[config.mk]
export PLATFORM = sky130hd
export DESIGN_NAME = bg_scroller
export DESIGN_NICKNAME = d
export VERILOG_FILES = /design/src/rtl/bg_pkg.sv /design/src/rtl/bg_layer_acc.sv /design/src/rtl/bg_scroller.sv
export SDC_FILE = /design/constraint.sdc
export NUM_CORES = 1
export LEC_CHECK = 0
export CAP_MARGIN = 40
export CELL_PAD_IN_SITES_DETAIL_PLACEMENT = 2
export CELL_PAD_IN_SITES_GLOBAL_PLACEMENT = 2
export CORE_AREA = 2 2 121 123
export CTS_BUF_LIST = sky130_fd_sc_hd__clkbuf_8
export DETAILED_ROUTE_END_ITERATION = 10
export DIE_AREA = 0 0 123 125
export MAX_ROUTING_LAYER = met4
export PLACE_DENSITY_LB_ADDON = 0.1
export SYNTH_ARGS = -nofsm -noshare
export SYNTH_HDL_FRONTEND = slang
export SYNTH_SLANG_ARGS = --single-unit
export TNS_END_PERCENT = 30
[constraint.sdc]
create_clock -name clk -period 6.98 [get_ports clk]
set_input_delay 1.047 -clock clk [delete_from_list [all_inputs] [get_ports clk]]
set_output_delay 1.047 -clock clk [all_outputs]
set_load 0.1 [all_outputs]
[src/rtl/bg_pkg.sv]
// bg_pkg -- shared definitions for the background scroller.
//   OFS_W       : integer width of every layer offset (pixels)
//   MAX_LAYERS  : largest supported number of parallax layers
//   bg_state_e  : speed-ramp FSM state encoding
//   step_toward : move a fixed-point speed toward a goal by at most one step
package bg_pkg;

    localparam int OFS_W      = 10;
    localparam int MAX_LAYERS = 4;

    typedef enum logic [1:0] {
        IDLE   = 2'd0,
        RAMP   = 2'd1,
        CRUISE = 2'd2,
        BRAKE  = 2'd3
    } bg_state_e;

    // Speeds are carried at 16 bits here; callers zero-extend and truncate.
    // Lands exactly on the goal when it is within one step.
    function automatic logic [15:0] step_toward(input logic [15:0] cur,
                                                input logic [15:0] goal,
                                                input logic [15:0] step);
        logic [15:0] res;
        if (cur < goal)
            res = ((goal - cur) > step) ? cur + step : goal;
        else
            res = ((cur - goal) > step) ? cur - step : goal;
        return res;
    endfunction

endpackage

[src/rtl/bg_layer_acc.sv]
// bg_layer_acc -- one axis of one parallax layer: a fixed-point position
// accumulator that moves backwards by 'speed' per step and wraps modulo
// MODULUS pixels.
//   clk, reset : clock, asynchronous active-low reset
//   step_en    : advance the accumulator this cycle (frame boundary)
//   clear      : synchronous zero, has priority over step_en
//   speed      : fixed-point step (FRAC_BITS fraction bits)
//   offset     : integer part of the accumulator, always < MODULUS
module bg_layer_acc
    import bg_pkg::*;
#(
    parameter int MODULUS    = 160,
    parameter int SPEED_IN_W = 8,
    parameter int FRAC_BITS  = 4
) (
    input  logic                  clk,
    input  logic                  reset,
    input  logic                  step_en,
    input  logic                  clear,
    input  logic [SPEED_IN_W-1:0] speed,
    output logic [OFS_W-1:0]      offset
);

    localparam int ACC_W  = OFS_W + FRAC_BITS;
    localparam int MOD_FX = MODULUS << FRAC_BITS;
    // One spare MSB so the subtraction result carries its own sign.
    localparam int EW     = ((SPEED_IN_W > ACC_W) ? SPEED_IN_W : ACC_W) + 1;
    localparam logic [EW-1:0] MOD_E = EW'(MOD_FX);

    logic [ACC_W-1:0] acc;
    logic [EW-1:0]    spd_ext, spd_clamp, diff, nxt;

    // Clamping below the modulus keeps a single wrap add sufficient.
    assign spd_ext   = EW'(speed);
    assign spd_clamp = (spd_ext >= MOD_E) ? MOD_E - EW'(1) : spd_ext;
    assign diff      = EW'(acc) - spd_clamp;
    assign nxt       = diff[EW-1] ? diff + MOD_E : diff;

    always_ff @(posedge clk or negedge reset) begin
        if (!reset)
            acc <= '0;
        else if (clear)
            acc <= '0;
        else if (step_en)
            acc <= nxt[ACC_W-1:0];
    end

    assign offset = acc[ACC_W-1:FRAC_BITS];

endmodule

[src/rtl/bg_scroller.sv]
// bg_scroller -- multi-layer parallax background scroller.
// Layer k moves at cur_speed>>k vertically and drift_x>>k horizontally,
// once per frame_end. With BG_SCROLL_RAMP_EN defined the vertical speed
// ramps toward target_speed through an IDLE/RAMP/CRUISE/BRAKE FSM; without
// it the speed is loaded directly each frame.
//   clk, reset   : clock, asynchronous active-low reset
//   frame_end    : one-cycle pulse per frame, qualifies every update
//   run          : 1 scroll toward target, 0 brake (sampled at frame_end)
//   clear        : synchronous pulse zeroing all offsets
//   target_speed : layer-0 vertical target speed (fixed point)
//   drift_x      : layer-0 horizontal speed (fixed point, no ramp)
//   offset_x/y   : per-layer offsets, layer 0 in the LSBs
//   cur_speed    : present layer-0 vertical speed
//   state        : ramp FSM state
module bg_scroller
    import bg_pkg::*;
#(
    parameter int BG_WIDTH   = 160,
    parameter int BG_HEIGHT  = 240,
    parameter int NUM_LAYERS = 2,
    parameter int SPEED_W    = 4,
    parameter int FRAC_BITS  = 4,
    parameter int RAMP_STEP  = 2
) (
    input  logic                          clk,
    input  logic                          reset,
    input  logic                          frame_end,
    input  logic                          run,
    input  logic                          clear,
    input  logic [SPEED_W+FRAC_BITS-1:0]  target_speed,
    input  logic [SPEED_W+FRAC_BITS-1:0]  drift_x,
    output logic [NUM_LAYERS*OFS_W-1:0]   offset_x,
    output logic [NUM_LAYERS*OFS_W-1:0]   offset_y,
    output logic [SPEED_W+FRAC_BITS-1:0]  cur_speed,
    output logic [1:0]                    state
);

    localparam int SW = SPEED_W + FRAC_BITS;

    if (NUM_LAYERS < 1 || NUM_LAYERS > MAX_LAYERS || RAMP_STEP < 1 || SW > 16) begin : g_bad_cfg
        $error("bg_scroller: unsupported parameter combination");
    end

    bg_state_e st;
    assign state = st;

    // Layers read the registered speed, so motion lags a speed change by
    // one frame.
    for (genvar k = 0; k < NUM_LAYERS; k++) begin : g_layer
        logic [SW-1:0] spd_y, spd_x;
        assign spd_y = cur_speed >> k;
        assign spd_x = drift_x >> k;

        bg_layer_acc #(
            .MODULUS    (BG_HEIGHT),
            .SPEED_IN_W (SW),
            .FRAC_BITS  (FRAC_BITS)
        ) u_acc_y (
            .clk     (clk),
            .reset   (reset),
            .step_en (frame_end),
            .clear   (clear),
            .speed   (spd_y),
            .offset  (offset_y[k*OFS_W +: OFS_W])
        );

        bg_layer_acc #(
            .MODULUS    (BG_WIDTH),
            .SPEED_IN_W (SW),
            .FRAC_BITS  (FRAC_BITS)
        ) u_acc_x (
            .clk     (clk),
            .reset   (reset),
            .step_en (frame_end),
            .clear   (clear),
            .speed   (spd_x),
            .offset  (offset_x[k*OFS_W +: OFS_W])
        );
    end

    // A clear coinciding with frame_end freezes the speed FSM for that frame.
    logic fsm_en;
    assign fsm_en = frame_end && !clear;

`ifdef BG_SCROLL_RAMP_EN
    localparam logic [15:0] STEP = 16'(RAMP_STEP);

    logic [15:0] cur16, tgt16, up, dn;
    assign cur16 = 16'(cur_speed);
    assign tgt16 = 16'(target_speed);
    assign up    = step_toward(cur16, tgt16, STEP);
    assign dn    = step_toward(cur16, 16'd0, STEP);

    always_ff @(posedge clk or negedge reset) begin
        if (!reset) begin
            st        <= IDLE;
            cur_speed <= '0;
        end else if (fsm_en) begin
            case (st)
                IDLE: begin
                    if (run && tgt16 != 16'd0) begin
                        cur_speed <= SW'(up);
                        st        <= (up == tgt16) ? CRUISE : RAMP;
                    end
                end
                RAMP, CRUISE: begin
                    if (!run) begin
                        cur_speed <= SW'(dn);
                        st        <= (dn == 16'd0) ? IDLE : BRAKE;
                    end else if (cur16 != tgt16) begin
                        cur_speed <= SW'(up);
                        st        <= (up == tgt16) ? CRUISE : RAMP;
                    end else begin
                        st        <= CRUISE;
                    end
                end
                BRAKE: begin
                    if (run && tgt16 != 16'd0) begin
                        cur_speed <= SW'(up);
                        st        <= (up == tgt16) ? CRUISE : RAMP;
                    end else begin
                        cur_speed <= SW'(dn);
                        st        <= (dn == 16'd0) ? IDLE : BRAKE;
                    end
                end
                default: begin
                    st        <= IDLE;
                    cur_speed <= '0;
                end
            endcase
        end
    end
`else
    always_ff @(posedge clk or negedge reset) begin
        if (!reset) begin
            st        <= IDLE;
            cur_speed <= '0;
        end else if (fsm_en) begin
            cur_speed <= run ? target_speed : '0;
            st        <= (run && target_speed != '0) ? CRUISE : IDLE;
        end
    end
`endif

endmodule

==> flow_metrics.tcl, run 1 <==
set metrics [dict create \
    overflow 0 \
    max_cap_violations 0 \
    setup_viol 0 \
    start_kind "input pin" \
    fin_crit_ns 4.23 \
    core_area_um2 14200 \
    setup_tns_ns 0 \
    dp_hpwl_um 11600 \
    yosys.area.top_type "dfrtp_1" \
    cts_resized 0 \
    nets 731 \
    post_cts_buffers 0 \
    num_vias 4747 \
    antennaDiodeCount 0 \
    gp_congestion 0.800 \
    layout_common_cells "clkdlybuf4s50_1 (66), dfrtp_1 (65), nor2_1 (63)" \
    firstDrtPassIters 4 \
    synth_edf_count 0 \
    die_h_um 125 \
    utilization 0.464 \
    grt_pass1_wl_um 26900 \
    synth_nets 660 \
    areaGrowthSynthToFinish_pct 29.3 \
    drc 0 \
    fp.dieArea_um2 15400 \
    cts_buffers 9 \
    io_buffers 69 \
    grt.met1_usage 0.277 \
    vdd_drop_max_uv 152 \
    synth_seq_area_share 0.319 \
    io_pins 71 \
    max_slew_margin 0.465 \
    switching_share 0.532 \
    cts_tree "yes" \
    post-route-period-util 0.606 \
    drive_above_1_share 0.120 \
    antenna_found_initial 0 \
    cts.sinks 65 \
    wl_um 15900 \
    htreeDepth 3 \
    met3_usage 0.0283 \
    rsz0062_at_grt "false" \
    use_met2 0.387 \
    routedWlPerCell_um 18.5 \
    synthArstFlopShare 1.00 \
    internal_power_uw 1360 \
    clk_pin_slew_ns 0.08 \
    crit_chain "clkdlybuf4s50_1, ha_1, fa_1, nand2b_1, a211o_1, a21oi_1, nor3_1, or2_2, ha_1, a211o_1, a21oi_1, mux2_2" \
    cpMaxStageDelayCell "clkdlybuf4s50_1" \
    drt_iter0_drc 149 \
    yosys_register_bits 65 \
    grt_max_degree 59 \
    cp_max_fo 6 \
    end_kind "register" \
    register_area_um2 1630 \
    netlist_area_um2 5090 \
    cp_top_family "compound AO/OA/AOI/OAI gates" \
    drt-vias-per-instance 5.52 \
    grt_usage 0.225 \
    grt_pass1_vias 5184 \
    p_total_uw 2900 \
    worstMarginPinSlew_ns 0.800 \
    worstSkewPairLatency_ns 0.37 \
    fin_skew_ns 0.0101 \
    clk_path_buf_depth 2 \
    synth_top_area_frac 0.319 \
    power.leakage_uw 0.00284 \
    final_common_cell "clkdlybuf4s50_1" \
    switchingPower_uw 1540 \
    yosys_most_used_dff "dfrtp_1" \
    rows 44 \
    multi_input_area_um2 2960 \
    pwr-share-comb 0.694 \
    hold_buffers 0 \
    crit_required_ns 7.24 \
    seq_power_share 0.205 \
    synth.avg_cell_area_um2 8.48 \
    drv_slew 0 \
    outcome "completed" \
    crit_arrival_ns 4.49 \
    hold_slack_ns 0.496 \
    grt-busiest-layer "met2" \
    path_class "input pin to register" \
    power_frac_clock 0.102 \
    ys_warn_count 0 \
    cp_num_buf_inv 1 \
    post_synth_num_cell_types 65 \
    cp_slowest_stage_delay_ns 0.49 \
    fillers 1549 \
    powerDensity_nw_per_um2 440 \
    hp-class "register to register" \
    clock-root-buffer "clkbuf_8" \
    netlist_instances 601 \
    hold_viol 0 \
    yosys-top-cells-area "dfrtp_1 (32%), ha_1 (8.3%), buf_4 (6.0%)" \
    ant_nets 0 \
    initial_core_util 0.359 \
    die-width_um 123 \
    fmax_mhz 237 \
]
[cells in the mapped netlist, drive strengths merged, types with 4 or more instances]
cell type	number
ha	34
nand2b	4
o21ai	27
nor2	64
a211o	4
buf	46
or3	11
clkbuf	17
nor3	26
o31ai	4
a211oi	15
fa	4
o21a	18
a21oi	32
nor2b	14
xnor2	12
o31a	7
o2111ai	4
dfrtp	65
or4	14
o311ai	7
nand3	10
inv	31
nor4	5
nand3b	6
nand4	5
nand2	49
mux2i	8
o211ai	8
a31oi	5
[power groups by stage]
stage	clock [uW]	sequential, uW	combinational [uW]
finish	296	594	2010
global placement	0	596	1700
CTS	308	596	2030
detailed placement	0	602	2020
global route	321	613	2170
floorplan	0	591	1440
[layer usage]
layer	vias up	part of all wire	routed length (um)
li1	2287	-	-
met1	2384	0.45	7210
met2	62	0.51	8170
met3	14	0.020	320
met4	0	0.013	206
met5	-	0	0
[per-stage QoR]
step	worst slack, ns	instance area [um^2]	cells
after floorplan	3.28	5090	601
after global placement	2.56	5640	795
after detailed placement	2.41	6430	845
after CTS	2.77	6590	860
after global routing	2.49	6590	860
final	2.75	6590	860
[final timing paths]
kind                       slack (ns)                                endpoint                                  start  cells after the start
max                              2.75  g_layer[1].u_acc_x.acc[11]$_DFFE_PN0P_                             drift_x[1]                     12
min                              0.50                    state[1]$_DFFE_PN0P_                   state[1]$_DFFE_PN0P_                      2
max reg2reg                      3.60  g_layer[1].u_acc_x.acc[11]$_DFFE_PN0P_  g_layer[1].u_acc_x.acc[0]$_DFFE_PN0P_                     12
min reg2reg                      0.50                    state[1]$_DFFE_PN0P_                   state[1]$_DFFE_PN0P_                      2
max in group asynchronous        5.81                cur_speed[6]$_DFFE_PN0P_                                  reset                      3
min in group asynchronous        0.63   g_layer[0].u_acc_x.acc[7]$_DFFE_PN0P_                                  reset                      2
[worst min-delay path, stage by stage, from the launching register on]
cell and delay [ns]:
dfrtp_1 0.35, nand2_1 0.05, o21ai_0 0.06
[kinds of logic (layout without fill, tap and decap cells)]
logic type	after synthesis	count (layout)	share of synthesized area
and+or+nand+nor	220	220	0.217
AOI/OAI and AO/OA	159	159	0.220
buffers and inverters	94	169	0.0995
DFF	65	65	0.319
adders and majority gates	38	38	0.0992
xor gates and xnor gates	14	14	0.0241
muxes	10	10	0.0201
other	1	1	0.000736
[registers in the layout (all words and copies together), names as in the netlist]
name,cells
g_layer.u_acc_x.acc,28
g_layer.u_acc_y.acc,28
cur_speed,8
state,1
[area by class of cell]
class                      instances  share of cell area
clock buffer                      10              0.0209
multi-input combinational        442               0.449
clock inverter                     5             0.00361
tap                              184              0.0349
inverter                          31              0.0177
timing repair buffer             123               0.227
sequential                        65               0.247
Note: power is estimated with default switching activity, not from simulation.
==> inputs of run 2 (changes only) <==
--- a/config.mk
+++ b/config.mk
@@ -8,10 +8,10 @@
 export CAP_MARGIN = 40
 export CELL_PAD_IN_SITES_DETAIL_PLACEMENT = 2
 export CELL_PAD_IN_SITES_GLOBAL_PLACEMENT = 2
-export CORE_AREA = 2 2 121 123
+export CORE_AREA = 2 2 132 134
 export CTS_BUF_LIST = sky130_fd_sc_hd__clkbuf_8
 export DETAILED_ROUTE_END_ITERATION = 10
-export DIE_AREA = 0 0 123 125
+export DIE_AREA = 0 0 134 136
 export MAX_ROUTING_LAYER = met4
 export PLACE_DENSITY_LB_ADDON = 0.1
 export SYNTH_ARGS = -nofsm -noshare
==> constraint.sdc (replaced) <==
create_clock -name clk -period 3.8 [get_ports clk]
set_input_delay 0.57 -clock clk [delete_from_list [all_inputs] [get_ports clk]]
set_output_delay 0.57 -clock clk [all_outputs]
set_load 0.1 [all_outputs]
==> run 2 against run 1 <==
  * Clock skew increased by 0.0031 ns
  * Cell area rose by 2.5%
  * Final cell count up 6.7%
  * Worst setup slack got worse by 2.3 ns
  * Routed wire length up 6.5%
  * Clock power is 80% higher
  * Core utilization shrank 6.4 points
  * Register-to-register slack worse by 3.0 ns
  * Total power grew 86%
  * Sequential share of layout area fell by 0.59 points
  * Worst hold slack lost 0.35 ns
  * Largest cell class unchanged
  * Largest power group unchanged
  * Highest routed layer unchanged
==> flow_metrics.tcl, run 2 (same netlist as run 1, synthesis figures left out) <==
set metrics [dict create \
    layout_common_cells "clkdlybuf4s50_1 (66), dfrtp_1 (65), nor2_1 (63)" \
    p_total_uw 5400 \
    antennaDiodeCount 0 \
    multi_input_area_um2 2960 \
    rows 48 \
    fp.dieArea_um2 18200 \
    hold_viol 0 \
    end_kind "register" \
    grt_usage 0.201 \
    clock-root-buffer "clkbuf_8" \
    ant_nets 0 \
    cts.sinks 65 \
    max_cap_violations 0 \
    max_slew_margin 0.533 \
    clk_path_buf_depth 2 \
    place_area_um2 6600 \
    drc 0 \
    drt-vias-per-instance 5.33 \
    hold_buffers 0 \
    clk_pin_slew_ns 0.08 \
    io_pins 71 \
    areaGrowthSynthToFinish_pct 32.5 \
    grt_max_degree 42 \
    drv_slew 0 \
    wl_um 16900 \
    largest_registers "g_layer.u_acc_x.acc x28, g_layer.u_acc_y.acc x28, cur_speed x8" \
    final_common_cell "clkdlybuf4s50_1" \
    nets 750 \
    cts_resized 0 \
    initial_core_util 0.302 \
    antenna_found_initial 0 \
    post-route-period-util 0.889 \
    cp_slowest_stage_delay_ns 0.43 \
    dp_hpwl_um 12800 \
    power.leakage_uw 0.00292 \
    routedWlPerCell_um 18.5 \
    register_area_um2 1630 \
    overflow 0 \
    vdd_drop_max_uv 340 \
    io_buffers 69 \
    worstMarginPinSlew_ns 0.691 \
    outcome "completed" \
    worstSkewPairLatency_ns 0.37 \
    drt_iter0_drc 187 \
    cp_max_fo 3 \
    post_cts_buffers 0 \
    setup_tns_ns 0 \
    grt_pass1_vias 5327 \
    crit_arrival_ns 3.63 \
    die_h_um 136 \
    fin_crit_ns 3.38 \
    firstDrtPassIters 4 \
    htreeDepth 3 \
    drive_above_1_share 0.140 \
    crit_chain "clkdlybuf4s50_1, ha_1, fa_1, nand2b_1, a211o_1, a21oi_1, nor3_1, or2_2, ha_1, a211o_1, a21oi_1, mux2_2" \
    hold_slack_ns 0.146 \
    cts_tree "yes" \
    setup_viol 0 \
    hp-class "input pin to async pin" \
    rsz0062_at_grt "false" \
    fillers 1858 \
    powerDensity_nw_per_um2 799 \
    num_vias 4889 \
    start_kind "input pin" \
    gp_congestion 0.798 \
    crit_required_ns 4.05 \
    design_area_um2 6750 \
    grt_pass1_wl_um 28200 \
    fin_skew_ns 0.0133 \
    cts_buffers 9 \
    fmax_mhz 296 \
    die-width_um 134 \
    core_area_um2 16900 \
    path_class "input pin to register" \
    cpMaxStageDelayCell "clkdlybuf4s50_1" \
]
run 2: cell count changes in the layout (fill, tap and decap cells not counted), sizes merged:
cell    delta
buf       +19
clkinv     -3
inv        +1
run 2: area by class of cell:
class,count,share of cell area
clock buffers,10,0.0204
clock inverters,3,0.00185
inverters,31,0.0172
multi-input cells,442,0.439
flip-flops and latches,65,0.241
well taps,225,0.0417
repair buffers,142,0.239
run 2: critical path: cells and delay by family:
kind / cells / cell delay, ns
AO/OA/AOI/OAI: 4 / 0.85
adder cells (fa/ha/maj): 3 / 0.88
multiplexers: 1 / 0.34
buffers and inverters: 1 / 0.43
AND/OR/NAND/NOR: 3 / 0.56
run 2: layer usage:
metal / GRT usage / routed length, um / up-vias
li1: - / - / 2323
met1: 0.241 / 7650 / 2487
met2: 0.357 / 8710 / 65
met3: 0.0265 / 394 / 14
met4: 0.0544 / 185 / 0
met5: - / 0 / -
run 2: power by group:
part / leakage [uW] / internal (uW) / switching (uW)
Clock: 0.0000865 / 238 / 293
Combinational: 0.00197 / 1440 / 2330
Sequential: 0.000861 / 856 / 239
Total: 0.00292 / 2540 / 2860
run 2: per-stage QoR:
step           utilization  cells  setup WS [ns]
5_1_grt              0.400    918          0.295
3_3_place_gp         0.346    856          0.102
2_1_floorplan            -    601          0.295
6_report             0.400    918          0.422
4_1_cts              0.400    918          0.423
3_5_place_dp         0.391    905         0.0538
run 2: worst paths after layout:
kind,end,from,cells after the start,slack (ns)
setup / recovery,g_layer[1].u_acc_x.acc[11]$_DFFE_PN0P_,drift_x[1],12,0.42
hold / removal,g_layer[0].u_acc_x.acc[10]$_DFFE_PN0P_,reset,1,0.15
setup reg to reg,g_layer[1].u_acc_y.acc[9]$_DFFE_PN0P_,cur_speed[1]$_DFFE_PN0P_,11,0.59
hold reg to reg,state[1]$_DFFE_PN0P_,state[1]$_DFFE_PN0P_,2,0.50
max in group asynchronous,cur_speed[5]$_DFFE_PN0P_,reset,2,2.85
min in group clk,state[1]$_DFFE_PN0P_,state[1]$_DFFE_PN0P_,2,0.50
==> inputs of run 3 (changes only) <==
--- a/config.mk
+++ b/config.mk
@@ -10,10 +10,11 @@
 export CELL_PAD_IN_SITES_GLOBAL_PLACEMENT = 2
 export CORE_AREA = 2 2 132 134
 export CTS_BUF_LIST = sky130_fd_sc_hd__clkbuf_8
+export CTS_CLUSTER_SIZE = 14
 export DETAILED_ROUTE_END_ITERATION = 10
 export DIE_AREA = 0 0 134 136
 export MAX_ROUTING_LAYER = met4
-export PLACE_DENSITY_LB_ADDON = 0.1
+export PLACE_DENSITY = 0.86
 export SYNTH_ARGS = -nofsm -noshare
 export SYNTH_HDL_FRONTEND = slang
 export SYNTH_SLANG_ARGS = --single-unit
==> run 3 against run 2 <==
  * Global-route usage grew 0.47 points
  * Clock skew shrank 0.0044 ns
  * Register-to-register slack lost 0.09 ns
  * Die area is the same
  * Critical path type unchanged
  * Largest power group unchanged
==> flow_metrics.tcl, run 3 (same netlist as run 1, synthesis figures left out) <==
set metrics [dict create \
    rsz0062_at_grt "false" \
    reg2reg_depth 11 \
    start_kind "input pin" \
    num_vias 4890 \
    drc 0 \
    path_class "input pin to register" \
    hold_buffers 0 \
    die-width_um 134 \
    powerDensity_nw_per_um2 801 \
    setup_viol 0 \
    antennaDiodeCount 0 \
    antenna_found_initial 0 \
    wl_met1_um 6950 \
    crit_required_ns 4.06 \
    nets 743 \
    hold_slack_ns 0.156 \
    grt_pass1_vias 5638 \
    utilization 0.403 \
    cp_max_fo 2 \
    cts_tree "yes" \
    outcome "completed" \
    drt-vias-per-instance 5.35 \
    rr_endpoint "g_layer[1].u_acc_y.acc[9]$_DFFE_PN0P_" \
    post-route-period-util 0.921 \
    power.leakage_uw 0.00293 \
    multi_input_area_um2 2960 \
    fp.dieArea_um2 18200 \
    wl_um 16900 \
    wl_met3_um 453 \
    register_area_um2 1630 \
    hold_viol 0 \
    rr_startpoint "cur_speed[1]$_DFFE_PN0P_" \
    max_slew_margin 0.494 \
    cts_buffers 9 \
    io_buffers 69 \
    initial_core_util 0.302 \
    met2_length_um 9310 \
    clk_pin_slew_ns 0.07 \
    instances_no_fill 914 \
    routedWlPerCell_um 18.5 \
    fmax_mhz 286 \
    place_area_um2 6610 \
    post_cts_buffers 0 \
    design_area_um2 6810 \
    setup_slack_ns 0.299 \
    cts.sinks 65 \
    ant_nets 0 \
    dp_worst_setup_slack_ns -0.0421 \
    rows 48 \
    io_pins 71 \
    drive_above_1_share 0.136 \
    areaGrowthSynthToFinish_pct 33.6 \
    core_area_um2 16900 \
    fillers 1830 \
    grt_max_degree 58 \
    grt_pass1_wl_um 29200 \
    hp-class "input pin to async pin" \
    dr.max_layer_used "met4" \
    clk_path_buf_depth 2 \
    drt_iter0_drc 193 \
    fin_crit_ns 3.50 \
    final_common_cell "clkdlybuf4s50_1" \
    largest_registers "g_layer.u_acc_x.acc x28, g_layer.u_acc_y.acc x28, cur_speed x8" \
    htreeDepth 3 \
    overflow 0 \
    worstSkewPairLatency_ns 0.37 \
    gp_congestion 0.815 \
    firstDrtPassIters 4 \
    r2r_slack_ns 0.50 \
    vdd_drop_max_uv 359 \
    drv_slew 0 \
    fin_skew_ns 0.00891 \
    place_inst 898 \
    max_cap_violations 0 \
    end_kind "register" \
    cts_resized 0 \
    die_h_um 136 \
    crit_arrival_ns 3.76 \
    grt_usage 0.206 \
    layout_common_cells "clkdlybuf4s50_1 (66), dfrtp_1 (65), nor2_1 (63)" \
    clock-root-buffer "clkbuf_8" \
    worstMarginPinSlew_ns 0.757 \
    dp_hpwl_um 12800 \
]
run 3: how the worst max path moves through the flow:
stage,from,end
2_1_floorplan,cur_speed[5]$_DFFE_PN0P_,g_layer[0].u_acc_y.acc[9]$_DFFE_PN0P_
3_3_place_gp,drift_x[1],g_layer[1].u_acc_x.acc[11]$_DFFE_PN0P_
3_5_place_dp,drift_x[1],g_layer[1].u_acc_x.acc[11]$_DFFE_PN0P_
4_1_cts,drift_x[1],g_layer[1].u_acc_x.acc[11]$_DFFE_PN0P_
5_1_grt,drift_x[1],g_layer[1].u_acc_x.acc[11]$_DFFE_PN0P_
6_report,drift_x[1],g_layer[1].u_acc_x.acc[11]$_DFFE_PN0P_
run 3: layout make-up:
type                       instances  area share
clock buffer                      13      0.0263
inverter                          31      0.0171
multi-input combinational        442       0.435
timing repair buffer             135       0.239
clock inverter                     3     0.00202
sequential                        65       0.239
tap                              225      0.0414
run 3: where the power goes:
part | switching, uW | leakage (uW) | total [uW] | internal, uW
Combinational | 2310 | 0.00196 | 3760 | 1460
Sequential | 239 | 0.000861 | 1090 | 854
Clock | 290 | 0.000107 | 594 | 304
run 3: metrics by stage:
stage                     total power [uW]  setup TNS (ns)
after floorplan                       3730               0
after global placement                4170               0
after detailed placement              4870         -0.0421
after CTS                             5500               0
after global routing                  5820               0
final                                 5450               0
run 3: layer usage:
layer | up-vias | global-route usage
met3 | 14 | 0.0380
met1 | 2496 | 0.225
met4 | 0 | 0.0449
li1 | 2309 | -
met5 | - | -
met2 | 71 | 0.389
run 3: worst max-delay path, cell delays in order:
cell             delay, ns
clkdlybuf4s50_1       0.46
ha_1                  0.26
fa_1                  0.40
nand2b_1              0.19
a211o_1               0.29
a21oi_1               0.24
nor3_1                0.11
or2_2                 0.29
ha_1                  0.20
a211o_1               0.22
a21oi_1               0.16
mux2_2                0.35
